<file path="config.mk">
export PLATFORM = sky130hd
export DESIGN_NAME = div_unit_flat
export DESIGN_NICKNAME = d
export VERILOG_FILES = /design/src/rtl/div_unit_if.sv /design/src/rtl/div_unit.sv /design/src/flat_wrapper.sv
export SDC_FILE = /design/constraint.sdc
export NUM_CORES = 1
export LEC_CHECK = 0
export BUFFER_PORTS_ARGS = -buffer_cell sky130_fd_sc_hd__buf_4
export CORE_MARGIN = 4
export CORE_UTILIZATION = 65
export DETAILED_ROUTE_END_ITERATION = 8
export PLACE_DENSITY = 0.89
export SLEW_MARGIN = 20
export SYNTH_ARGS = -nofsm -noshare
export SYNTH_HDL_FRONTEND = slang
export SYNTH_SLANG_ARGS = --single-unit
</file>
<file path="constraint.sdc">
create_clock -name clk -period 4.9 [get_ports clk]
set_input_delay 0.245 -clock clk [delete_from_list [all_inputs] [get_ports clk]]
set_output_delay 0.245 -clock clk [all_outputs]
set_load 0.05 [all_outputs]
</file>
<file path="src/rtl/div_unit_if.sv">
// Request/response bundle between the execute stage and the iterative divider.
// The core drives requests (master); the divider answers (slave).
interface div_unit_if #(
  parameter int XLEN = 32
) ();
  logic            i_start;
  logic            i_kill;
  logic [1:0]      i_divctl;
  logic [XLEN-1:0] i_op1;
  logic [XLEN-1:0] i_op2;
  logic            o_busy;
  logic            o_done;
  logic [XLEN-1:0] o_res;

  modport master (
    output i_start, i_kill, i_divctl, i_op1, i_op2,
    input  o_busy, o_done, o_res
  );

  modport slave (
    input  i_start, i_kill, i_divctl, i_op1, i_op2,
    output o_busy, o_done, o_res
  );
endinterface

</file>
<file path="src/rtl/div_unit.sv">
// Radix-2 restoring divider for RV32M div/divu/rem/remu, one quotient bit per cycle.
// Divide-by-zero and signed overflow skip the iteration and finish in one cycle.
module div_unit #(
  parameter int XLEN = 32
) (
  input  logic       clk,
  input  logic       rst,
  div_unit_if.slave  bus
);
  localparam int CW = $clog2(XLEN);

  typedef enum logic [1:0] {S_IDLE, S_CALC, S_FIX, S_DONE} state_t;

  state_t          r_state;
  logic [CW-1:0]   r_cnt;
  logic [1:0]      r_ctl;
  logic            r_neg1;
  logic            r_neg2;
  logic [XLEN-1:0] r_quo;
  logic [XLEN-1:0] r_dvs;
  logic [XLEN-1:0] r_rem;
  logic [XLEN-1:0] r_res;
  logic            r_busy;
  logic            r_done;

  logic            w_signed;
  logic            w_neg1;
  logic            w_neg2;
  logic [XLEN-1:0] w_abs1;
  logic [XLEN-1:0] w_abs2;
  logic            w_div0;
  logic            w_ovf;
  logic [XLEN:0]   w_shift;
  logic [XLEN:0]   w_diff;
  logic [XLEN-1:0] w_qfix;
  logic [XLEN-1:0] w_rfix;

  assign w_signed = ~bus.i_divctl[0];
  assign w_neg1   = w_signed & bus.i_op1[XLEN-1];
  assign w_neg2   = w_signed & bus.i_op2[XLEN-1];
  assign w_abs1   = w_neg1 ? -bus.i_op1 : bus.i_op1;
  assign w_abs2   = w_neg2 ? -bus.i_op2 : bus.i_op2;
  assign w_div0   = (bus.i_op2 == '0);
  assign w_ovf    = w_signed && (bus.i_op1 == {1'b1, {(XLEN-1){1'b0}}}) && (bus.i_op2 == '1);

  // Trial subtraction is one bit wider than the operands so the borrow shows up as the sign.
  assign w_shift  = {r_rem, r_quo[XLEN-1]};
  assign w_diff   = w_shift - {1'b0, r_dvs};

  assign w_qfix   = (~r_ctl[0] & (r_neg1 ^ r_neg2)) ? -r_quo : r_quo;
  assign w_rfix   = (~r_ctl[0] & r_neg1) ? -r_rem : r_rem;

  always_ff @(posedge clk) begin
    if (!rst) begin
      r_state <= S_IDLE;
      r_cnt   <= '0;
      r_ctl   <= '0;
      r_neg1  <= 1'b0;
      r_neg2  <= 1'b0;
      r_quo   <= '0;
      r_dvs   <= '0;
      r_rem   <= '0;
      r_res   <= '0;
      r_busy  <= 1'b0;
      r_done  <= 1'b0;
    end else if (bus.i_kill) begin
      r_state <= S_IDLE;
      r_cnt   <= '0;
      r_busy  <= 1'b0;
      r_done  <= 1'b0;
    end else begin
      case (r_state)
        S_IDLE: begin
          r_done <= 1'b0;
          if (bus.i_start) begin
            r_ctl  <= bus.i_divctl;
            r_neg1 <= w_neg1;
            r_neg2 <= w_neg2;
            r_busy <= 1'b1;
            if (w_div0) begin
              r_res   <= bus.i_divctl[1] ? bus.i_op1 : '1;
              r_done  <= 1'b1;
              r_state <= S_DONE;
            end else if (w_ovf) begin
              r_res   <= bus.i_divctl[1] ? '0 : {1'b1, {(XLEN-1){1'b0}}};
              r_done  <= 1'b1;
              r_state <= S_DONE;
            end else begin
              r_quo   <= w_abs1;
              r_dvs   <= w_abs2;
              r_rem   <= '0;
              r_cnt   <= '0;
              r_state <= S_CALC;
            end
          end
        end
        S_CALC: begin
          if (!w_diff[XLEN]) begin
            r_rem <= w_diff[XLEN-1:0];
            r_quo <= {r_quo[XLEN-2:0], 1'b1};
          end else begin
            r_rem <= w_shift[XLEN-1:0];
            r_quo <= {r_quo[XLEN-2:0], 1'b0};
          end
          r_cnt <= r_cnt + 1'b1;
          if (r_cnt == CW'(XLEN-1)) begin
            r_state <= S_FIX;
          end
        end
        S_FIX: begin
          r_res   <= r_ctl[1] ? w_rfix : w_qfix;
          r_done  <= 1'b1;
          r_state <= S_DONE;
        end
        S_DONE: begin
          r_done  <= 1'b0;
          r_busy  <= 1'b0;
          r_cnt   <= '0;
          r_state <= S_IDLE;
        end
        default: begin
          r_state <= S_IDLE;
        end
      endcase
    end
  end

  assign bus.o_busy = r_busy;
  assign bus.o_done = r_done;
  assign bus.o_res  = r_res;
endmodule

</file>
<file path="src/flat_wrapper.sv">
// flat-port wrapper written by rule: the top's interface ports become plain ports
module div_unit_flat 
#(
  parameter int XLEN = 32
)
  (clk, rst, bus_i_start, bus_i_kill, bus_i_divctl, bus_i_op1, bus_i_op2, bus_o_busy, bus_o_done, bus_o_res);
  div_unit_if #(.XLEN(XLEN)) bus_i ();
  input  logic clk;
  input  logic rst;
  input wire logic [$bits(bus_i.i_start)-1:0] bus_i_start;
  input wire logic [$bits(bus_i.i_kill)-1:0] bus_i_kill;
  input wire logic [$bits(bus_i.i_divctl)-1:0] bus_i_divctl;
  input wire logic [$bits(bus_i.i_op1)-1:0] bus_i_op1;
  input wire logic [$bits(bus_i.i_op2)-1:0] bus_i_op2;
  output wire logic [$bits(bus_i.o_busy)-1:0] bus_o_busy;
  output wire logic [$bits(bus_i.o_done)-1:0] bus_o_done;
  output wire logic [$bits(bus_i.o_res)-1:0] bus_o_res;
  assign bus_i.i_start = bus_i_start;
  assign bus_i.i_kill = bus_i_kill;
  assign bus_i.i_divctl = bus_i_divctl;
  assign bus_i.i_op1 = bus_i_op1;
  assign bus_i.i_op2 = bus_i_op2;
  assign bus_o_busy = bus_i.o_busy;
  assign bus_o_done = bus_i.o_done;
  assign bus_o_res = bus_i.o_res;
  div_unit #(.XLEN(XLEN)) u_core (.clk(clk), .rst(rst), .bus(bus_i));
endmodule
</file>
==> flow_summary_export.csv, run 1 <==
group,metric,value,unit
outcome,status,"completed",
cts,cts_buffer_depth,2,
yosys,synth.most_common_cell,"nor2_1",
final_layout,fin_nets,1605,
yosys,synth.distinct_cells,68,
setup_path,cp_cell_sequence,"or4_1 > nor4_1 > nand3_1 > nor4_1 > nand2_1 > o21ai_0 > xnor2_1 > o2111ai_1 > o21ai_0",
die,rows,46,
power_and_ir_drop,leakagePower,4.78,nW
die,die_w,137,um
timing,setup_violations,0,
timing,hold_viol_final,0,
setup_path,crit_buf_inv,0,
final_layout,design_area,0.0122,mm2
global_route,grt_usage,0.359,
final_layout,fin_cells,1718,
placement,gp_congestion,1.00,
setup_path,cp_slowest_cell,"or4_1",
detailed_routing,drtPass1Iterations,6,
cts,clockRootBuffer,"clkbuf_16",
final_layout,drive_gt1_frac,0.114,
yosys,netlist_instances,1441,
detailed_routing,drcViolationCount,0,
timing,timing.fmax,0.262,GHz
setup_path,cp-start-kind,"flip-flop",
global_route,grt_first_pass_wirelength,53500,um
placement,port-buffer-count,103,
timing,finalMaxSlewViolations,0,
yosys,seq_area_frac_synth,0.262,
timing,worstMarginPinSlew,1.04,ns
die,die-area,0.0187,mm2
setup_path,worstPathRequired,5.21,ns
cts,cts_buffers,17,
cts,clk_pin_slew,0.06,ns
global_route,grt_pass1_vias,10400,
yosys,synth_edf_count,0,
die,io-pin-count,104,
final_layout,nFillCells,1212,
timing,finClkSkew,0.00708,ns
detailed_routing,wl_per_cell,19.6,um
yosys,synth.area.top_cells,"dfxtp_1 26%, nor2_1 6.4%, xor2_1 6.1%, xnor2_1 5.4%, a21oi_1 5.2%",
yosys,synth_top_area_cell,"dfxtp_1",
timing,period_needed,3.82,ns
yosys,synth.avg_cell_area,7.49,um2
timing,fin_crit_sh,0.780,
yosys,synthArstFlopShare,0,
global_route,antenna_found_initial,0,
power_and_ir_drop,irDropWorstVdd,334,uV
placement,dp.cells,1686,
cts,cts_hold_buffers,0,
detailed_routing,ant_nets,0,
placement,post-dp-hpwl,24200,um
final_layout,areaGrowthSynthToFinish,13.1,%
global_route,overflow,0,
min_path,hold_class,"in2reg",
cts,cts_resized,0,
cts,cts_num_sinks,141,
power_and_ir_drop,powerDensity,266,mW/mm2
yosys,synth_ff_type,"dfxtp_1",
yosys,synth_nets,1557,
cts,htree_num_levels,4,
detailed_routing,vias_per_cell,6.64,
global_route,grt_max_degree,70,
yosys,netlist_area,0.0108,mm2
setup_path,crit_arrival,4.13,ns
cts,post_cts_buffers,0,
die,dieHeight,137,um
die,core_area,0.0161,mm2
yosys,ys_top_cells_by_count,"185 x nor2_1, 141 x dfxtp_1, 113 x a21oi_1",
detailed_routing,drt_iter0_drc,1620,
cts,clk_latency,0.43,ns
timing,rsz0062_at_grt,"false",
setup_path,cp_max_fo,4,
placement,placed_area,0.0116,mm2
setup_path,crit_family,"simple AND/OR/NAND/NOR gates",
setup_path,path_class,"reg2reg",
flow_run,cap_violations,0,
timing,slew_headroom,0.304,
detailed_routing,routed_wl,33700,um
cts,cts_tree,"built",
setup_path,cp_slowest_stage_delay,0.61,ns
timing,setup_tns,0,ns
yosys,synth_top_area_share,0.262,
final_layout,antenna_cells,0,
detailed_routing,num_vias,11400,
yosys,yosys_register_bits,141,
setup_path,crit_path_end_kind,"flip-flop",
die,start_util,0.672,
yosys,yosys_warnings,0,
cell usage in the layout, fill, tap and decap left out, types with 17 or more instances in the layout:
master,instances
o31ai_1,22
or3_1,17
nand2_1,107
ha_1,44
o2bb2ai_1,21
nor4_1,22
inv_1,60
buf_4,120
a21oi_1,113
nand3_1,21
xor2_1,75
mux2i_1,40
xnor2_1,67
clkbuf_16,17
o211ai_1,29
dfxtp_1,141
nor2_1,184
o21ai_0,105
a211oi_1,36
a31oi_1,19
nand2b_1,20
nor3_1,28
through the flow:
| stage | utilization | setup WS [ns] | hold WS [ns] | power, mW |
|---|---|---|---|---|
| 2_1_floorplan | - | 1.74 | 0.389 | 1.69 |
| 3_3_place_gp | 0.722 | 1.31 | 0.438 | 1.87 |
| 3_5_place_dp | 0.722 | 1.25 | 0.443 | 1.88 |
| 4_1_cts | 0.760 | 1.20 | 0.131 | 3.22 |
| 5_1_grt | 0.760 | 0.917 | 0.139 | 3.36 |
| 6_report | 0.760 | 1.08 | 0.139 | 3.24 |
power breakdown:
part           total, mW  switching, mW  internal, mW  leakage (nW)
combinational      0.661          0.407         0.254          3.35
clock               1.35          0.536         0.816         0.286
sequential          1.23         0.0442          1.19          1.15
total               3.24          0.988          2.25          4.78
worst reg2reg max path, stage by stage, from the launching register on:
cell and delay (ns):
dfxtp_1 0.36, or4_1 0.61, nor4_1 0.59, nand3_1 0.24, nor4_1 0.53, nand2_1 0.19, o21ai_0 0.61, xnor2_1 0.27
o2111ai_1 0.22, o21ai_0 0.10
cells by family (layout without fill, tap and decap cells):
group                      count (synthesis)  after routing  share of synthesized area
buffers and inverters                    152            213                     0.0565
and+or+nand+nor                          483            483                      0.213
adders and majority gates                 46             46                     0.0540
AOI/OAI and AO/OA                        434            434                      0.259
muxes                                     43             43                     0.0402
DFF                                      141            141                      0.262
xor gates and xnor gates                 142            142                      0.115
registers in the layout, summed over array words and instances (netlist names):
signal             count
u_core.r_dvs          32
u_core.r_cnt           5
u_core.r_neg1          1
u_core.r_rem          32
u_core.bus.o_done      1
u_core.bus.o_res      32
u_core.r_state         2
u_core.r_neg2          1
u_core.bus.o_busy      1
u_core.r_ctl           2
u_core.r_quo          32
path summary, 6_finish.rpt:
| kind | start | to | slack [ns] | depth (start not counted) |
|---|---|---|---|---|
| max | u_core.r_quo[0]$_SDFFE_PN0P_ | u_core.bus.o_res[31]$_SDFFE_PN0P_ | 1.08 | 9 |
| min | bus_i_op2[9] | u_core.r_dvs[9]$_SDFFE_PN0P_ | 0.14 | 3 |
| max reg2reg | u_core.r_quo[0]$_SDFFE_PN0P_ | u_core.bus.o_res[31]$_SDFFE_PN0P_ | 1.08 | 9 |
| min reg2reg | u_core.bus.o_res[30]$_SDFFE_PN0P_ | u_core.bus.o_res[30]$_SDFFE_PN0P_ | 0.46 | 2 |
per-layer routing:
metal  GRT usage  wire, um  vias up
met5           0         0        -
met1       0.483     13400     5306
met3      0.0754      3660      118
li1            -         -     5267
met2       0.567     15500      720
met4       0.137      1110        0
area by class of cell:
type	instances	area, um2	area share
clock buffer	19	443	0.0363
multi-input combinational	1148	7380	0.604
tap	216	270	0.0221
timing repair buffer	120	901	0.0738
clock inverter	13	165	0.0135
inverter	61	229	0.0188
sequential	141	2820	0.231
Power figures use the tool's default switching activity.
==> run 2: changes to the inputs <==
--- a/config.mk
+++ b/config.mk
@@ -5,11 +5,12 @@
 export SDC_FILE = /design/constraint.sdc
 export NUM_CORES = 1
 export LEC_CHECK = 0
+export ABC_AREA = 1
 export BUFFER_PORTS_ARGS = -buffer_cell sky130_fd_sc_hd__buf_4
 export CORE_MARGIN = 4
-export CORE_UTILIZATION = 65
+export CORE_UTILIZATION = 62
 export DETAILED_ROUTE_END_ITERATION = 8
-export PLACE_DENSITY = 0.89
+export PLACE_DENSITY = 0.85
 export SLEW_MARGIN = 20
 export SYNTH_ARGS = -nofsm -noshare
 export SYNTH_HDL_FRONTEND = slang
==> constraint.sdc (replaced) <==
create_clock -name clk -period 3.8 [get_ports clk]
set_input_delay 0.19 -clock clk [delete_from_list [all_inputs] [get_ports clk]]
set_output_delay 0.19 -clock clk [all_outputs]
set_load 0.05 [all_outputs]
==> run 2 against run 1 <==
Against the previous run:
- largest cell class unchanged
- register-to-register slack got worse by 0.41 ns
- via count rose by 33%
- first-iteration DRC count rose by 25%
- critical path type unchanged
- setup slack got worse by 0.41 ns
- highest routed layer unchanged
- combinational power rose by 97%
- sequential share of layout area fell by 3.0 points
- critical path depth rose by 8
- die area rose by 21%
==> flow_summary_export.csv, run 2 <==
group,metric,value,unit
detailed_routing,drcViolationCount,0,
cts,clk_pin_slew,0.06,ns
global_route,antenna_found_initial,0,
cts,htree_num_levels,4,
power_and_ir_drop,pwr-share-comb,0.282,
detailed_routing,num_vias,15100,
yosys,yosys_warnings,0,
global_route,globalRouteMet1Util,0.522,
global_route,grt_max_degree,76,
setup_path,cp-start-kind,"flip-flop",
timing,setup_violations,0,
setup_path,worstPathRequired,4.10,ns
placement,dp.cells,2525,
detailed_routing,drtPass1Iterations,7,
cts,cts_hold_buffers,0,
final_layout,areaGrowthSynthToFinish,11.6,%
timing,period_needed,3.13,ns
cts,cts_num_sinks,141,
global_route,grt_pass1_vias,13500,
placement,placed_area,0.0134,mm2
cts,clockRootBuffer,"clkbuf_16",
die,die_w,150,um
setup_path,crit_arrival,3.44,ns
cts,cts_resized,0,
final_layout,drive_gt1_frac,0.0812,
detailed_routing,wl_per_cell,16.9,um
detailed_routing,routed_wl,43200,um
min_path,hold_class,"in2reg",
placement,post-dp-hpwl,33300,um
final_layout,layout_commonest_cell,"nand2_1",
yosys,netlist_area,0.0126,mm2
cts,cts_buffer_depth,2,
outcome,status,"completed",
placement,gp_congestion,0.999,
timing,worstMarginPinSlew,1.01,ns
power_and_ir_drop,p_sw_frac,0.373,
yosys,synth.area.top_cells,"dfxtp_1 22%, nand2_1 19%, nand3_1 8.7%, inv_1 8.5%, a21oi_1 7.9%",
cts,post_cts_buffers,0,
yosys,ys_top_cells_by_count,"630 x nand2_1, 285 x inv_1, 231 x nor2_1",
power_and_ir_drop,switching_power,1.72,mW
yosys,synth.avg_cell_area,5.66,um2
yosys,seq_area_frac_synth,0.225,
die,io-pin-count,104,
yosys,yosys_register_bits,141,
global_route,overflow,0,
final_layout,design_area,0.0140,mm2
yosys,synthArstFlopShare,0,
timing,hold_slack,0.0455,ns
power_and_ir_drop,p_int,2.89,mW
yosys,synth_top_area_share,0.225,
yosys,synth_nets,2335,
placement,port-buffer-count,103,
detailed_routing,vias_per_cell,5.91,
yosys,synth_edf_count,0,
power_and_ir_drop,irDropWorstVdd,299,uV
die,die-area,0.0226,mm2
timing,finalMaxSlewViolations,0,
global_route,busiest_layer,"met2",
cts,cts_buffers,17,
timing,rsz0062_at_grt,"false",
final_layout,fin_nets,2395,
power_and_ir_drop,leakagePower,6.79,nW
timing,fin_crit_sh,0.824,
setup_path,cp_max_fo,33,
yosys,synth.most_common_cell,"nand2_1",
power_and_ir_drop,power.share.sequential,0.349,
global_route,grt_first_pass_wirelength,68400,um
timing,finClkSkew,0.0100,ns
final_layout,nFillCells,1785,
timing,hold_viol_final,0,
final_layout,fin_cells,2558,
final_layout,final_cell_mix,"630 x nand2_1, 284 x inv_1, 229 x nor2_1",
die,start_util,0.637,
timing,setup_tns,0,ns
timing,slew_headroom,0.325,
yosys,synth_top_area_cell,"dfxtp_1",
power_and_ir_drop,clock_power_share,0.370,
detailed_routing,ant_nets,0,
cts,clk_latency,0.44,ns
global_route,met3_usage,0.0912,
timing,timing.fmax,0.319,GHz
detailed_routing,drt_iter0_drc,2023,
power_and_ir_drop,powerDensity,329,mW/mm2
die,core_area,0.0197,mm2
yosys,synth_ff_type,"dfxtp_1",
global_route,grt_usage,0.377,
cts,cts_tree,"built",
setup_path,crit_path_end_kind,"flip-flop",
yosys,netlist_instances,2219,
die,rows,51,
power_and_ir_drop,total_power,4.61,mW
global_route,use_met2,0.570,
yosys,synth.distinct_cells,41,
flow_run,cap_violations,0,
setup_path,path_class,"reg2reg",
die,dieHeight,150,um
run 2: cell types whose count changed in the layout (fill, tap and decap cells not counted), sizes merged, moves of 39 or more:
cell	before	now
inv	62	299
a21oi	114	200
nand2	107	634
o21ai	108	195
xnor2	67	23
mux2i	40	0
nor2	187	236
nand3	23	222
xor2	75	36
run 2: metal layers:
metal  wire length, um  up-vias
li1                  -     7293
met1             18100     6761
met2             18500      903
met3              4730      170
met4              1790        0
met5                 0        -
run 2: path summary, 6_finish.rpt:
kind / slack (ns) / from / to / depth (start not counted)
setup / recovery: 0.67 / u_core.r_quo[31]$_SDFFE_PN0P_ / u_core.r_rem[30]$_SDFFE_PN0P_ / 17
hold / removal: 0.05 / bus_i_op2[0] / u_core.r_dvs[0]$_SDFFE_PN0P_ / 3
setup reg to reg: 0.67 / u_core.r_quo[31]$_SDFFE_PN0P_ / u_core.r_rem[30]$_SDFFE_PN0P_ / 17
hold reg to reg: 0.47 / u_core.bus.o_res[30]$_SDFFE_PN0P_ / u_core.bus.o_res[30]$_SDFFE_PN0P_ / 2
run 2: cells by family after synthesis:
logic type	share of synthesized area
and+or+nand+nor	0.396
AOI/OAI and AO/OA	0.173
buffers and inverters	0.119
DFF	0.225
xor gates and xnor gates	0.0412
adders and majority gates	0.0464
run 2: layout make-up:
class | instances | area, um2 | share of cell area
flip-flops and latches | 141 | 2820 | 0.202
repair buffers | 123 | 923 | 0.0659
clock inverters | 14 | 150 | 0.0107
clock buffers | 18 | 429 | 0.0306
multi-input cells | 1703 | 8250 | 0.589
well taps | 265 | 332 | 0.0237
inverters | 293 | 1100 | 0.0785
diodes | 1 | 2.50 | 0.000179
run 2: critical path: stages, from the launching register on:
cell	delay, ns
dfxtp_1	0.37
inv_1	0.12
ha_1	0.23
fa_1	0.43
inv_1	0.11
nand2_1	0.09
nand2_1	0.13
nand3_1	0.08
nand2_1	0.14
nand2_1	0.06
nand2_1	0.10
nand2_1	0.10
nand2_1	0.09
nand2_2	0.07
nand2_2	0.49
nand2_1	0.20
nand3_1	0.10
a21oi_1	0.06
run 2: per-stage QoR:
step | worst slack (ns) | utilization
global route | 0.427 | 0.710
finish | 0.668 | 0.710
global placement | 0.869 | 0.681
CTS | 0.786 | 0.710
floorplan | 1.56 | -
detailed placement | 0.838 | 0.681
run 2: power by group through the flow:
stage | Clock [mW] | Combinational, mW | Sequential (mW)
global route | 1.76 | 1.43 | 1.61
global placement | 0 | 1.23 | 1.63
floorplan | 0 | 0.843 | 1.66
detailed placement | 0 | 1.24 | 1.64
CTS | 1.69 | 1.25 | 1.60
finish | 1.70 | 1.30 | 1.61
==> run 3: changes to the inputs <==
==> constraint.sdc (replaced) <==
create_clock -name clk -period 2.9 [get_ports clk]
set_input_delay 0.145 -clock clk [delete_from_list [all_inputs] [get_ports clk]]
set_output_delay 0.145 -clock clk [all_outputs]
set_load 0.05 [all_outputs]
==> run 3 against run 2 <==
Against the previous run:
- sequential power grew 31%
- die area is the same
- highest routed layer is now met5
- critical path depth shrank 4
- critical path type unchanged
- hold slack lost 0.036 ns
- via count grew 0.40%
- utilization grew 0.76 points
==> flow_summary_export.csv, run 3 (synthesis results as in run 2) <==
group,metric,value,unit
outcome,status,"completed",
power_and_ir_drop,irDropWorstVdd,377,uV
final_layout,fin_nets,2408,
die,die-area,0.0226,mm2
min_path,hold_path.startpoint,"bus_i_start",
timing,hold_viol_final,0,
power_and_ir_drop,clock_power_share,0.369,
cts,cts_tree,"built",
placement,placed_area,0.0135,mm2
min_path,min_to,"u_core.bus.o_done$_SDFFE_PP0P_",
timing,worstMarginPinSlew,0.764,ns
detailed_routing,ant_nets,0,
placement,post-dp-hpwl,33600,um
die,die_w,150,um
detailed_routing,num_vias,15200,
power_and_ir_drop,p_sw_frac,0.370,
global_route,grt_max_degree,76,
min_path,min_path_cells,3,
placement,gp_congestion,1.03,
global_route,overflow,0,
final_layout,areaGrowthSynthToFinish,12.7,%
cts,clk_latency,0.44,ns
timing,period_needed,2.76,ns
timing,timing.fmax,0.362,GHz
setup_path,crit_arrival,3.06,ns
placement,place_ws,0.172,ns
setup_path,ff2ff_path_depth,13,
detailed_routing,drtPass1Iterations,8,
power_and_ir_drop,switching_power,2.24,mW
global_route,grt_first_pass_wirelength,69200,um
placement,dp.cells,2537,
timing,setup_tns,0,ns
power_and_ir_drop,leakagePower,6.88,nW
cts,htree_num_levels,4,
setup_path,reg2reg_slack,0.14,ns
setup_path,cp-start-kind,"flip-flop",
global_route,grt_usage,0.382,
setup_path,worstPathRequired,3.20,ns
final_layout,design_area,0.0142,mm2
detailed_routing,wl_per_cell,16.8,um
power_and_ir_drop,p_int,3.81,mW
final_layout,post-route-util,0.718,
min_path,hold_class,"in2reg",
setup_path,cp_max_fo,18,
cts,cts_buffers,17,
final_layout,layout_commonest_cell,"nand2_1",
setup_path,crit_path_end_kind,"flip-flop",
detailed_routing,routed_wl,43300,um
cts,cts_num_sinks,141,
power_and_ir_drop,pwr-share-comb,0.283,
final_layout,fin_cells,2571,
setup_path,r2r-end,"u_core.r_rem[28]$_SDFFE_PN0P_",
flow_run,cap_violations,0,
die,start_util,0.637,
detailed_routing,drcViolationCount,0,
power_and_ir_drop,powerDensity,427,mW/mm2
die,io-pin-count,104,
die,rows,51,
cts,post_cts_buffers,0,
final_layout,final_cell_mix,"630 x nand2_1, 284 x inv_1, 229 x nor2_1",
cts,clockRootBuffer,"clkbuf_16",
detailed_routing,drt_iter0_drc,2098,
cts,cts_buffer_depth,2,
final_layout,nFillCells,1796,
placement,port-buffer-count,103,
detailed_routing,vias_per_cell,5.91,
timing,finalMaxSlewViolations,0,
power_and_ir_drop,power.share.sequential,0.348,
die,core_area,0.0197,mm2
timing,rsz0062_at_grt,"true",
timing,slew_headroom,0.485,
cts,clk_pin_slew,0.07,ns
timing,fin_ws,0.136,ns
timing,setup_violations,0,
global_route,grt_pass1_vias,13800,
setup_path,rr_startpoint,"u_core.r_dvs[29]$_SDFFE_PN0P_",
timing,finClkSkew,0.0110,ns
final_layout,drive_gt1_frac,0.0863,
global_route,antenna_found_initial,2,
timing,fin_crit_sh,0.953,
die,dieHeight,150,um
setup_path,path_class,"reg2reg",
run 3: cell types whose count changed in the layout (fill, tap and decap cells not counted), sizes merged:
cell,change
buf,+12
inv,-2
dlygate4sd3,+1
clkinvlp,-1
clkinv,+3
run 3: how the worst max path moves through the flow:
| stage | from | endpoint | slack, ns | depth (start not counted) |
|---|---|---|---|---|
| after global routing | u_core.r_quo[31]$_SDFFE_PN0P_ | u_core.r_rem[13]$_SDFFE_PN0P_ | -0.04 | 18 |
| after floorplan | u_core.r_quo[31]$_SDFFE_PN0P_ | u_core.r_rem[5]$_SDFFE_PN0P_ | 0.66 | 18 |
| after CTS | u_core.r_quo[31]$_SDFFE_PN0P_ | u_core.r_rem[5]$_SDFFE_PN0P_ | 0.17 | 18 |
| after detailed placement | u_core.r_quo[31]$_SDFFE_PN0P_ | u_core.r_rem[5]$_SDFFE_PN0P_ | 0.17 | 18 |
| final | u_core.r_dvs[29]$_SDFFE_PN0P_ | u_core.r_rem[28]$_SDFFE_PN0P_ | 0.14 | 13 |
| after global placement | u_core.r_quo[31]$_SDFFE_PN0P_ | u_core.r_rem[13]$_SDFFE_PN0P_ | 0.30 | 18 |
run 3: timing repair:
action | in CTS | in global routing
endpoints found under the setup margin | 0 | 33
endpoints found under the hold margin | 1 | 0
hold buffers | 1 | 0
resized for setup | 0 | 5
run 3: critical path, cell delays in order (launching register included):
cell     delay (ns)
dfxtp_1        0.32
inv_1          0.22
ha_1           0.34
nand2_1        0.14
nor2_1         0.09
nand2_1        0.11
inv_1          0.05
a21oi_1        0.41
nand2_1        0.18
nand2_4        0.20
buf_4          0.27
nand3_1        0.12
nand3_1        0.11
a21oi_1        0.07
run 3: power by group through the flow:
stage	sequential, mW	clock, mW	combinational (mW)
final	2.11	2.23	1.71
after global routing	2.11	2.32	1.89
after CTS	2.10	2.23	1.66
after detailed placement	2.15	0	1.64
after global placement	2.14	0	1.62
after floorplan	2.17	0	1.10
run 3: layer usage:
metal | part of all wire | track usage
met1 | 0.40 | 0.534
met2 | 0.44 | 0.597
met3 | 0.12 | 0.0731
met4 | 0.035 | 0.120
met5 | 0.00074 | 0
run 3: cell type report:
| type | count | area (um2) | area share |
|---|---|---|---|
| multi-input combinational | 1703 | 8260 | 0.583 |
| clock inverter | 14 | 153 | 0.0108 |
| timing repair buffer | 136 | 1050 | 0.0740 |
| tap | 265 | 332 | 0.0234 |
| sequential | 141 | 2820 | 0.199 |
| antenna | 1 | 2.50 | 0.000177 |
| clock buffer | 18 | 439 | 0.0310 |
| inverter | 293 | 1100 | 0.0777 |
run 3: through the flow:
stage          power (mW)  hold slack [ns]
2_1_floorplan        3.28            0.283
3_3_place_gp         3.76            0.429
5_1_grt              6.32          0.00947
6_report             6.05          0.00922
3_5_place_dp         3.79            0.434
4_1_cts              5.98          0.00143
